**src/rtl/idct_block_scheduler_pkg.sv**
```systemverilog
`default_nettype none
// ============================================================================
// Module  : idct_block_scheduler_pkg
// Brief   : State encoding, plane codes and block coordinate type for the
//           IDCT block scheduler.
// Revision: 1.0
// ============================================================================
package idct_block_scheduler_pkg;

  localparam int c_PLANE_W = 2;
  localparam int c_ROW_W   = 5;
  localparam int c_COL_W   = 6;

  localparam logic [c_PLANE_W-1:0] c_PLANE_Y = 2'd0;
  localparam logic [c_PLANE_W-1:0] c_PLANE_U = 2'd1;
  localparam logic [c_PLANE_W-1:0] c_PLANE_V = 2'd2;

  typedef struct packed {
    logic [c_PLANE_W-1:0] plane;
    logic [c_ROW_W-1:0]   row;
    logic [c_COL_W-1:0]   col;
  } blk_coord_t;

  typedef enum logic [2:0] {
    S_SCH_IDLE   = 3'd0,
    S_SCH_LI_FS  = 3'd1,
    S_SCH_LI_CT  = 3'd2,
    S_SCH_MEGA_A = 3'd3,
    S_SCH_MEGA_B = 3'd4,
    S_SCH_LO_WS  = 3'd5,
    S_SCH_DONE   = 3'd6
  } IDCT_SCHED_state_type;

endpackage
`default_nettype wire

```
**src/rtl/idct_block_scheduler_if.sv**
```systemverilog
`default_nettype none
// ============================================================================
// Module  : idct_block_scheduler_if
// Brief   : Control, engine handshake and coordinate bundle of the scheduler.
// Revision: 1.0
// ============================================================================
interface idct_block_scheduler_if;
  logic       start;
  logic       done;
  logic       busy;
  logic       FS_start;
  logic       FS_done;
  logic       CT_start;
  logic       CT_done;
  logic       CS_start;
  logic       CS_done;
  logic       WS_start;
  logic       WS_done;
  logic [1:0] fs_plane;
  logic [4:0] fs_row;
  logic [5:0] fs_col;
  logic [1:0] ws_plane;
  logic [4:0] ws_row;
  logic [5:0] ws_col;
  logic       protocol_err;

  modport master (
    input  start, FS_done, CT_done, CS_done, WS_done,
    output done, busy, FS_start, CT_start, CS_start, WS_start,
           fs_plane, fs_row, fs_col, ws_plane, ws_row, ws_col, protocol_err
  );

  modport slave (
    output start, FS_done, CT_done, CS_done, WS_done,
    input  done, busy, FS_start, CT_start, CS_start, WS_start,
           fs_plane, fs_row, fs_col, ws_plane, ws_row, ws_col, protocol_err
  );
endinterface
`default_nettype wire

```
**src/rtl/idct_block_scheduler_block_coord_counter.sv**
```systemverilog
`default_nettype none
// ============================================================================
// Module  : block_coord_counter
// Brief   : Plane/row/col block stepper, Y then U then V, row-major per plane.
// Revision: 1.0
// ============================================================================
module block_coord_counter
  import idct_block_scheduler_pkg::*;
#(
  parameter int ROW_BLOCKS    = 30,
  parameter int Y_COL_BLOCKS  = 40,
  parameter int UV_COL_BLOCKS = 20
) (
  input  wire logic   CLOCK_50_I,
  input  wire logic   Reset,
  input  wire logic   step,
  input  wire logic   clear,
  output blk_coord_t  coord,
  output logic        is_last
);

  blk_coord_t           r_coord;
  logic [c_COL_W-1:0]   w_col_max;
  logic                 w_col_end;
  logic                 w_row_end;

  assign w_col_max = (r_coord.plane == c_PLANE_Y) ? c_COL_W'(Y_COL_BLOCKS - 1)
                                                  : c_COL_W'(UV_COL_BLOCKS - 1);
  assign w_col_end = (r_coord.col == w_col_max);
  assign w_row_end = (r_coord.row == c_ROW_W'(ROW_BLOCKS - 1));
  assign is_last   = (r_coord.plane == c_PLANE_V) && w_row_end && w_col_end;
  assign coord     = r_coord;

  // Stepping past the last block wraps to the origin; the scheduler stops
  // issuing fetches once it has seen is_last.
  always_ff @(posedge CLOCK_50_I or posedge Reset) begin
    if (Reset) begin
      r_coord <= '0;
    end else if (clear) begin
      r_coord <= '0;
    end else if (step) begin
      if (is_last) begin
        r_coord <= '0;
      end else if (!w_col_end) begin
        r_coord.col <= r_coord.col + 1'b1;
      end else begin
        r_coord.col <= '0;
        if (!w_row_end) begin
          r_coord.row <= r_coord.row + 1'b1;
        end else begin
          r_coord.row   <= '0;
          r_coord.plane <= r_coord.plane + 1'b1;
        end
      end
    end
  end

endmodule
`default_nettype wire

```
**src/rtl/idct_block_scheduler.sv**
```systemverilog
`default_nettype none
// ============================================================================
// Module  : idct_block_scheduler
// Brief   : Sequences FS/CT/CS/WS engines over every 8x8 block, overlapping
//           FS(n+1) with CS(n) and WS(n) with CT(n+1).
// Revision: 1.0
// ============================================================================
module idct_block_scheduler
  import idct_block_scheduler_pkg::*;
#(
  parameter int ROW_BLOCKS    = 30,
  parameter int Y_COL_BLOCKS  = 40,
  parameter int UV_COL_BLOCKS = 20
) (
  input wire logic              CLOCK_50_I,
  input wire logic              Reset,
  idct_block_scheduler_if.master sch
);

  IDCT_SCHED_state_type r_state, w_state_next;

  logic       r_fs_dl, r_ct_dl, r_cs_dl, r_ws_dl;
  logic       r_fetched_all;
  logic       r_fs_start, r_ct_start, r_cs_start, r_ws_start;
  logic       r_done, r_busy, r_protocol_err;
  blk_coord_t w_fs, r_fs_prev, r_ws;
  logic       w_fs_last;
  logic       w_fs_ok, w_ct_ok, w_cs_ok, w_ws_ok;
  logic       w_fs_fly, w_ct_fly, w_cs_fly, w_ws_fly;
  logic       w_leave_fs, w_ct_cmp, w_trans, w_clear, w_spurious;

  block_coord_counter #(
    .ROW_BLOCKS    (ROW_BLOCKS),
    .Y_COL_BLOCKS  (Y_COL_BLOCKS),
    .UV_COL_BLOCKS (UV_COL_BLOCKS)
  ) u_fs_coord (
    .CLOCK_50_I (CLOCK_50_I),
    .Reset      (Reset),
    .step       (w_leave_fs),
    .clear      (w_clear),
    .coord      (w_fs),
    .is_last    (w_fs_last)
  );

  assign w_fs_ok = r_fs_dl | sch.FS_done;
  assign w_ct_ok = r_ct_dl | sch.CT_done;
  assign w_cs_ok = r_cs_dl | sch.CS_done;
  assign w_ws_ok = r_ws_dl | sch.WS_done;

  assign w_fs_fly = ((r_state == S_SCH_LI_FS) ||
                     ((r_state == S_SCH_MEGA_A) && !r_fetched_all)) && !r_fs_dl;
  assign w_ct_fly = ((r_state == S_SCH_LI_CT) || (r_state == S_SCH_MEGA_B)) && !r_ct_dl;
  assign w_cs_fly = (r_state == S_SCH_MEGA_A) && !r_cs_dl;
  assign w_ws_fly = ((r_state == S_SCH_MEGA_B) || (r_state == S_SCH_LO_WS)) && !r_ws_dl;

  assign w_spurious = (sch.FS_done && !w_fs_fly) || (sch.CT_done && !w_ct_fly) ||
                      (sch.CS_done && !w_cs_fly) || (sch.WS_done && !w_ws_fly);

  assign w_clear = (r_state == S_SCH_IDLE) && sch.start;
  assign w_trans = (w_state_next != r_state);

  always_comb begin
    w_state_next = r_state;
    w_leave_fs   = 1'b0;
    w_ct_cmp     = 1'b0;
    case (r_state)
      S_SCH_IDLE:   if (sch.start) w_state_next = S_SCH_LI_FS;
      S_SCH_LI_FS:  if (w_fs_ok) begin
                      w_state_next = S_SCH_LI_CT;
                      w_leave_fs   = 1'b1;
                    end
      S_SCH_LI_CT:  if (w_ct_ok) begin
                      w_state_next = S_SCH_MEGA_A;
                      w_ct_cmp     = 1'b1;
                    end
      S_SCH_MEGA_A: if (r_fetched_all) begin
                      if (w_cs_ok) w_state_next = S_SCH_LO_WS;
                    end else if (w_cs_ok && w_fs_ok) begin
                      w_state_next = S_SCH_MEGA_B;
                      w_leave_fs   = 1'b1;
                    end
      S_SCH_MEGA_B: if (w_ct_ok && w_ws_ok) begin
                      w_state_next = S_SCH_MEGA_A;
                      w_ct_cmp     = 1'b1;
                    end
      S_SCH_LO_WS:  if (w_ws_ok) w_state_next = S_SCH_DONE;
      S_SCH_DONE:   w_state_next = S_SCH_IDLE;
      default:      w_state_next = S_SCH_IDLE;
    endcase
  end

  always_ff @(posedge CLOCK_50_I or posedge Reset) begin
    if (Reset) r_state <= S_SCH_IDLE;
    else       r_state <= w_state_next;
  end

  // Done-latches live only for the duration of one state.
  always_ff @(posedge CLOCK_50_I or posedge Reset) begin
    if (Reset) begin
      {r_fs_dl, r_ct_dl, r_cs_dl, r_ws_dl} <= '0;
    end else if (w_trans) begin
      {r_fs_dl, r_ct_dl, r_cs_dl, r_ws_dl} <= '0;
    end else begin
      if (sch.FS_done && w_fs_fly) r_fs_dl <= 1'b1;
      if (sch.CT_done && w_ct_fly) r_ct_dl <= 1'b1;
      if (sch.CS_done && w_cs_fly) r_cs_dl <= 1'b1;
      if (sch.WS_done && w_ws_fly) r_ws_dl <= 1'b1;
    end
  end

  // Start pulses fire on state entry only, so an engine is never re-kicked.
  always_ff @(posedge CLOCK_50_I or posedge Reset) begin
    if (Reset) begin
      r_fs_start     <= 1'b0;
      r_ct_start     <= 1'b0;
      r_cs_start     <= 1'b0;
      r_ws_start     <= 1'b0;
      r_done         <= 1'b0;
      r_busy         <= 1'b0;
      r_protocol_err <= 1'b0;
    end else begin
      r_fs_start <= w_trans && ((w_state_next == S_SCH_LI_FS) ||
                                ((w_state_next == S_SCH_MEGA_A) && !r_fetched_all));
      r_ct_start <= w_trans && ((w_state_next == S_SCH_LI_CT) || (w_state_next == S_SCH_MEGA_B));
      r_cs_start <= w_trans && (w_state_next == S_SCH_MEGA_A);
      r_ws_start <= w_trans && ((w_state_next == S_SCH_MEGA_B) || (w_state_next == S_SCH_LO_WS));
      r_done     <= w_trans && (w_state_next == S_SCH_DONE);
      r_busy     <= (w_state_next != S_SCH_IDLE) && (w_state_next != S_SCH_DONE);
      r_protocol_err <= r_protocol_err | w_spurious;
    end
  end

  // ws trails fs by one block: r_fs_prev holds the block most recently fetched.
  always_ff @(posedge CLOCK_50_I or posedge Reset) begin
    if (Reset) begin
      r_fetched_all <= 1'b0;
      r_fs_prev     <= '0;
      r_ws          <= '0;
    end else if (w_clear) begin
      r_fetched_all <= 1'b0;
      r_fs_prev     <= '0;
      r_ws          <= '0;
    end else begin
      if (w_leave_fs) begin
        r_fs_prev <= w_fs;
        if (w_fs_last) r_fetched_all <= 1'b1;
      end
      if (w_ct_cmp) r_ws <= r_fs_prev;
    end
  end

  assign sch.FS_start     = r_fs_start;
  assign sch.CT_start     = r_ct_start;
  assign sch.CS_start     = r_cs_start;
  assign sch.WS_start     = r_ws_start;
  assign sch.done         = r_done;
  assign sch.busy         = r_busy;
  assign sch.protocol_err = r_protocol_err;
  assign sch.fs_plane     = w_fs.plane;
  assign sch.fs_row       = w_fs.row;
  assign sch.fs_col       = w_fs.col;
  assign sch.ws_plane     = r_ws.plane;
  assign sch.ws_row       = r_ws.row;
  assign sch.ws_col       = r_ws.col;

endmodule
`default_nettype wire

```
**src/flat_wrapper.sv**
```systemverilog
// flat-port wrapper written by rule: the top's interface ports become plain ports
module idct_block_scheduler_flat import idct_block_scheduler_pkg::*;
#(
  parameter int ROW_BLOCKS    = 30,
  parameter int Y_COL_BLOCKS  = 40,
  parameter int UV_COL_BLOCKS = 20
)
  (CLOCK_50_I, Reset, sch_start, sch_FS_done, sch_CT_done, sch_CS_done, sch_WS_done, sch_done, sch_busy, sch_FS_start, sch_CT_start, sch_CS_start, sch_WS_start, sch_fs_plane, sch_fs_row, sch_fs_col, sch_ws_plane, sch_ws_row, sch_ws_col, sch_protocol_err);
  idct_block_scheduler_if sch_i ();
  input wire logic CLOCK_50_I;
  input wire logic Reset;
  input wire logic [$bits(sch_i.start)-1:0] sch_start;
  input wire logic [$bits(sch_i.FS_done)-1:0] sch_FS_done;
  input wire logic [$bits(sch_i.CT_done)-1:0] sch_CT_done;
  input wire logic [$bits(sch_i.CS_done)-1:0] sch_CS_done;
  input wire logic [$bits(sch_i.WS_done)-1:0] sch_WS_done;
  output wire logic [$bits(sch_i.done)-1:0] sch_done;
  output wire logic [$bits(sch_i.busy)-1:0] sch_busy;
  output wire logic [$bits(sch_i.FS_start)-1:0] sch_FS_start;
  output wire logic [$bits(sch_i.CT_start)-1:0] sch_CT_start;
  output wire logic [$bits(sch_i.CS_start)-1:0] sch_CS_start;
  output wire logic [$bits(sch_i.WS_start)-1:0] sch_WS_start;
  output wire logic [$bits(sch_i.fs_plane)-1:0] sch_fs_plane;
  output wire logic [$bits(sch_i.fs_row)-1:0] sch_fs_row;
  output wire logic [$bits(sch_i.fs_col)-1:0] sch_fs_col;
  output wire logic [$bits(sch_i.ws_plane)-1:0] sch_ws_plane;
  output wire logic [$bits(sch_i.ws_row)-1:0] sch_ws_row;
  output wire logic [$bits(sch_i.ws_col)-1:0] sch_ws_col;
  output wire logic [$bits(sch_i.protocol_err)-1:0] sch_protocol_err;
  assign sch_i.start = sch_start;
  assign sch_i.FS_done = sch_FS_done;
  assign sch_i.CT_done = sch_CT_done;
  assign sch_i.CS_done = sch_CS_done;
  assign sch_i.WS_done = sch_WS_done;
  assign sch_done = sch_i.done;
  assign sch_busy = sch_i.busy;
  assign sch_FS_start = sch_i.FS_start;
  assign sch_CT_start = sch_i.CT_start;
  assign sch_CS_start = sch_i.CS_start;
  assign sch_WS_start = sch_i.WS_start;
  assign sch_fs_plane = sch_i.fs_plane;
  assign sch_fs_row = sch_i.fs_row;
  assign sch_fs_col = sch_i.fs_col;
  assign sch_ws_plane = sch_i.ws_plane;
  assign sch_ws_row = sch_i.ws_row;
  assign sch_ws_col = sch_i.ws_col;
  assign sch_protocol_err = sch_i.protocol_err;
  idct_block_scheduler #(.ROW_BLOCKS(ROW_BLOCKS), .Y_COL_BLOCKS(Y_COL_BLOCKS), .UV_COL_BLOCKS(UV_COL_BLOCKS)) u_core (.CLOCK_50_I(CLOCK_50_I), .Reset(Reset), .sch(sch_i));
endmodule
```
**config.mk**
```make
export PLATFORM = sky130hd
export DESIGN_NAME = idct_block_scheduler_flat
export DESIGN_NICKNAME = d
export VERILOG_FILES = /design/src/rtl/idct_block_scheduler_pkg.sv /design/src/rtl/idct_block_scheduler_if.sv /design/src/rtl/idct_block_scheduler_block_coord_counter.sv /design/src/rtl/idct_block_scheduler.sv /design/src/flat_wrapper.sv
export SDC_FILE = /design/constraint.sdc
export NUM_CORES = 1
export LEC_CHECK = 0
export BUFFER_PORTS_ARGS = -buffer_cell sky130_fd_sc_hd__buf_4
export CELL_PAD_IN_SITES_DETAIL_PLACEMENT = 1
export CELL_PAD_IN_SITES_GLOBAL_PLACEMENT = 2
export CORE_MARGIN = 2
export CORE_UTILIZATION = 38
export CTS_CLUSTER_SIZE = 16
export DETAILED_ROUTE_END_ITERATION = 10
export GPL_TIMING_DRIVEN = 0
export PLACE_DENSITY = 0.85
export RECOVER_POWER = 50
export SLEW_MARGIN = 20
export SYNTH_ARGS = -nofsm -noshare
export SYNTH_HDL_FRONTEND = slang
export SYNTH_SLANG_ARGS = --single-unit
```
**constraint.sdc**
```tcl
create_clock -name CLOCK_50_I -period 2.6 [get_ports CLOCK_50_I]
set_input_delay 0.65 -clock CLOCK_50_I [delete_from_list [all_inputs] [get_ports CLOCK_50_I]]
set_output_delay 0.65 -clock CLOCK_50_I [all_outputs]
set_load 0.02 [all_outputs]
```
==> impl_metrics.yaml <==
sta:
  rsz0062_at_grt: "no"
  fmax_mhz: 489
  setup_violations: 0
  fin_skew_ns: 0.00762
  slew_violations: 0
  relSlewSlack_pct: 23.8
  fin_setup_tns_ns: 0
  timing.final.crit_share_pct: 78.6
  max_slew.worst_pin.slew_ns: 1.14
  min_period_ns: 2.04
  finalHoldViolCount: 0
clock_network:
  cts_buffer_depth: 2
  clk_latency_ns: 0.31
  htree_levels: 2
  cts.clk_slew.worst_paths_ns: 0.10
  cts_buffers: 5
  cts_setup_buffers: 0
  cts_root_buffer: "clkbuf_8"
  cts_tree: "built"
  numClockSinks: 54
  ctsResizeCount: 0
  postCtsHoldBufs: 0
worst_setup_path:
  crit_chain: "inv_1, ha_1, nor4b_1, o21a_2, a21oi_4, nand2b_4, a22o_1"
  worst-path-max-fanout: 7
  critPathKind: "flip-flop to flip-flop"
  r2r_end: "u_core.u_fs_coord.coord[11]"
  endpoint_kind: "flip-flop"
  max_stage_delay_ns: 0.47
  cpMaxStageDelayCell: "dfrtp_1"
  crit_family: "compound AO/OA/AOI/OAI gates"
  startpoint_type: "flip-flop"
  rr_worst_depth: 7
  cp.required_ns: 2.81
  cp_num_buf_inv: 1
  rr_startpoint: "u_core.u_fs_coord.coord[11]"
  cp.arrival_ns: 2.25
  r2r_slack_ns: 0.56
synth:
  post_synth_and_or_nand_nor_area_fraction_pct: 20.9
  synth.cells.most_frequent: "dfrtp_1, nand2_1, a21oi_1, o21ai_1, inv_1"
  yosysTopAreaCell: "dfrtp_1"
  synth_area_leaders: "dfrtp_1, a21oi_1, nand2_1"
  yosysWarnings: 0
  yosysSeqAreaShare_pct: 51.4
  synth_top_family_by_area: "simple AND/OR/NAND/NOR gates"
  synth_nets: 286
  ys_types: 50
  synthAdderAreaFrac_pct: 2.38
  synth_compound_area_share_pct: 18.3
  synth-edff-count: 0
  synth_async_sr_flop_share_pct: 100
  ys_ff_latch: 54
  synth.avg_cell_area_sq_um: 9.60
  netlist.area_leader.share_pct: 51.4
  synth_cells: 274
  synth_most_common_cell: "dfrtp_1"
  muxShareOfSynthArea_pct: 0.380
  synth_flop_cell: "dfrtp_1"
  syn_area_sq_mm: 0.00263
  synth_xor_area_share_pct: 0
global_routing:
  track_usage_pct: 17.2
  grt_max_degree: 55
  gr-total-overflow: 0
  antenna_found_initial: 0
  grt_pass1_wl_microns: 10300
  grt_pass1_vias: 2036
hold_path:
  min_path_type: "flip-flop to flip-flop"
  holdPathEnd: "u_core.sch.ws_plane[0]"
  holdPathStages: 2
  holdCritStartpoint: "u_core.r_fs_prev[11]"
flow_run:
  cap_viol_max_count: 0
drt:
  drc: 0
  routed_via_density: 5.31
  drtPass1Iterations: 4
  vias: 2130
  wl_per_cell_microns: 15.4
  ant_nets: 0
  drt_wl_total_microns: 6190
  dr.first_iter.drc_count: 92
outcome:
  status: "finished clean"
floorplan:
  start_util_pct: 38.9
  chipHeight_microns: 87.2
  die_area_sq_mm: 0.00761
  core-area_sq_mm: 0.00676
  ioPinCount: 40
  std_cell_rows: 30
  die_w_microns: 87.2
pwr:
  powerDensity_mw_per_mm2: 912
  ir_drop_v: 0.000339
  p_leak_uw: 0.00139
final_layout:
  regArea_sq_mm: 0.00135
  drive_above_1_share_pct: 18.7
  n_antenna_cell: 0
  num-nets-final: 332
  multi_input_area_sq_mm: 0.00110
  fin_util_pct: 45.5
  area_delta_synth_final_pct: 16.7
  num-fill-cells: 809
  stdcell_area_sq_mm: 0.00307
place:
  placed_cell_area_sq_mm: 0.00303
  place.gp.congestion: 0.785
  io_buffer_count: 39
  post-dp-hpwl_microns: 4530
[stage by stage]
stage | cells | setup slack, ns | hold WS (ns) | total power, uW
CTS | 401 | 0.565 | 0.471 | 2880
global placement | 393 | -0.119 | 0.488 | 2360
floorplan | 274 | 0.635 | 0.475 | 2010
finish | 401 | 0.557 | 0.520 | 2800
global route | 401 | 0.456 | 0.543 | 3010
detailed placement | 393 | 0.559 | 0.504 | 2390
[layout make-up]
class | instances | share of cell area (%)
Clock inverter | 3 | 0.774
Buffer | 13 | 2.85
Tap cell | 80 | 3.26
Sequential cell | 54 | 44.0
Clock buffer | 5 | 2.24
Multi-Input combinational cell | 187 | 36.0
Inverter | 20 | 2.61
Timing Repair Buffer | 39 | 8.31
[kinds of logic after synthesis]
logic type	after synthesis
AO/OA/AOI/OAI	77
adder cells (fa/ha/maj)	5
buffers and inverters	33
flip-flops	54
multiplexers	1
AND/OR/NAND/NOR	104
[registers in the layout (all words and copies together), names as in the netlist, 2 cells and up]
signal / count
u_core.r_fs_prev: 13
u_core.r_state: 3
u_core.sch.ws_col: 6
u_core.sch.ws_plane: 2
u_core.sch.ws_row: 5
u_core.u_fs_coord.coord: 13
[tightest hold or removal path, delay by kind of cell (launching register included)]
family / cells / cell delay, ns
AND/OR/NAND/NOR: 1 / 0.07
AO/OA/AOI/OAI: 1 / 0.07
flip-flops: 1 / 0.36
[power by group]
part / leakage [uW] / internal (uW) / switching (uW)
logic: 0.000614 / 445 / 752
clock network: 0.0000408 / 193 / 292
registers: 0.000732 / 984 / 136
[worst max-delay path by stage]
stage	start	endpoint	slack, ns	cells after the start
5_1_grt	u_core.u_fs_coord.coord[11]	u_core.u_fs_coord.coord[11]	0.46	7
2_1_floorplan	Reset	u_core.r_cs_dl	0.64	1
3_5_place_dp	sch_FS_done	u_core.sch.FS_start	0.56	6
3_3_place_gp	Reset	u_core.u_fs_coord.coord[7]	-0.12	2
6_report	u_core.u_fs_coord.coord[11]	u_core.u_fs_coord.coord[11]	0.56	7
4_1_cts	u_core.u_fs_coord.coord[11]	u_core.u_fs_coord.coord[11]	0.56	7
[placed cells by master (no fill, tap or decap), types with 2 or more instances in the layout]
cell type,n
dfrtp_1,54
nand4_1,3
a21oi_1,28
clkbuf_1,14
and2_1,2
buf_6,4
clkbuf_8,5
a21o_1,2
nand3_1,18
o21ai_1,19
and3_1,6
nor2b_1,2
clkinvlp_4,2
buf_4,29
nand2_1,35
a31oi_1,2
nand2b_4,2
o21ai_0,5
o31ai_1,4
nor2_1,15
inv_1,18
buf_2,4
nor3_1,5
ha_1,5
nand2b_1,5
a211oi_1,2
o211ai_1,2
a311oi_1,2
[per-layer routing]
layer	vias to the layer above	track usage, %	wire, microns
met5	-	0	0
li1	1040	-	-
met4	0	4.76	61
met3	4	2.94	242
met2	42	24.5	2710
met1	1044	26.8	3180
(Power assumes the default switching activity.)
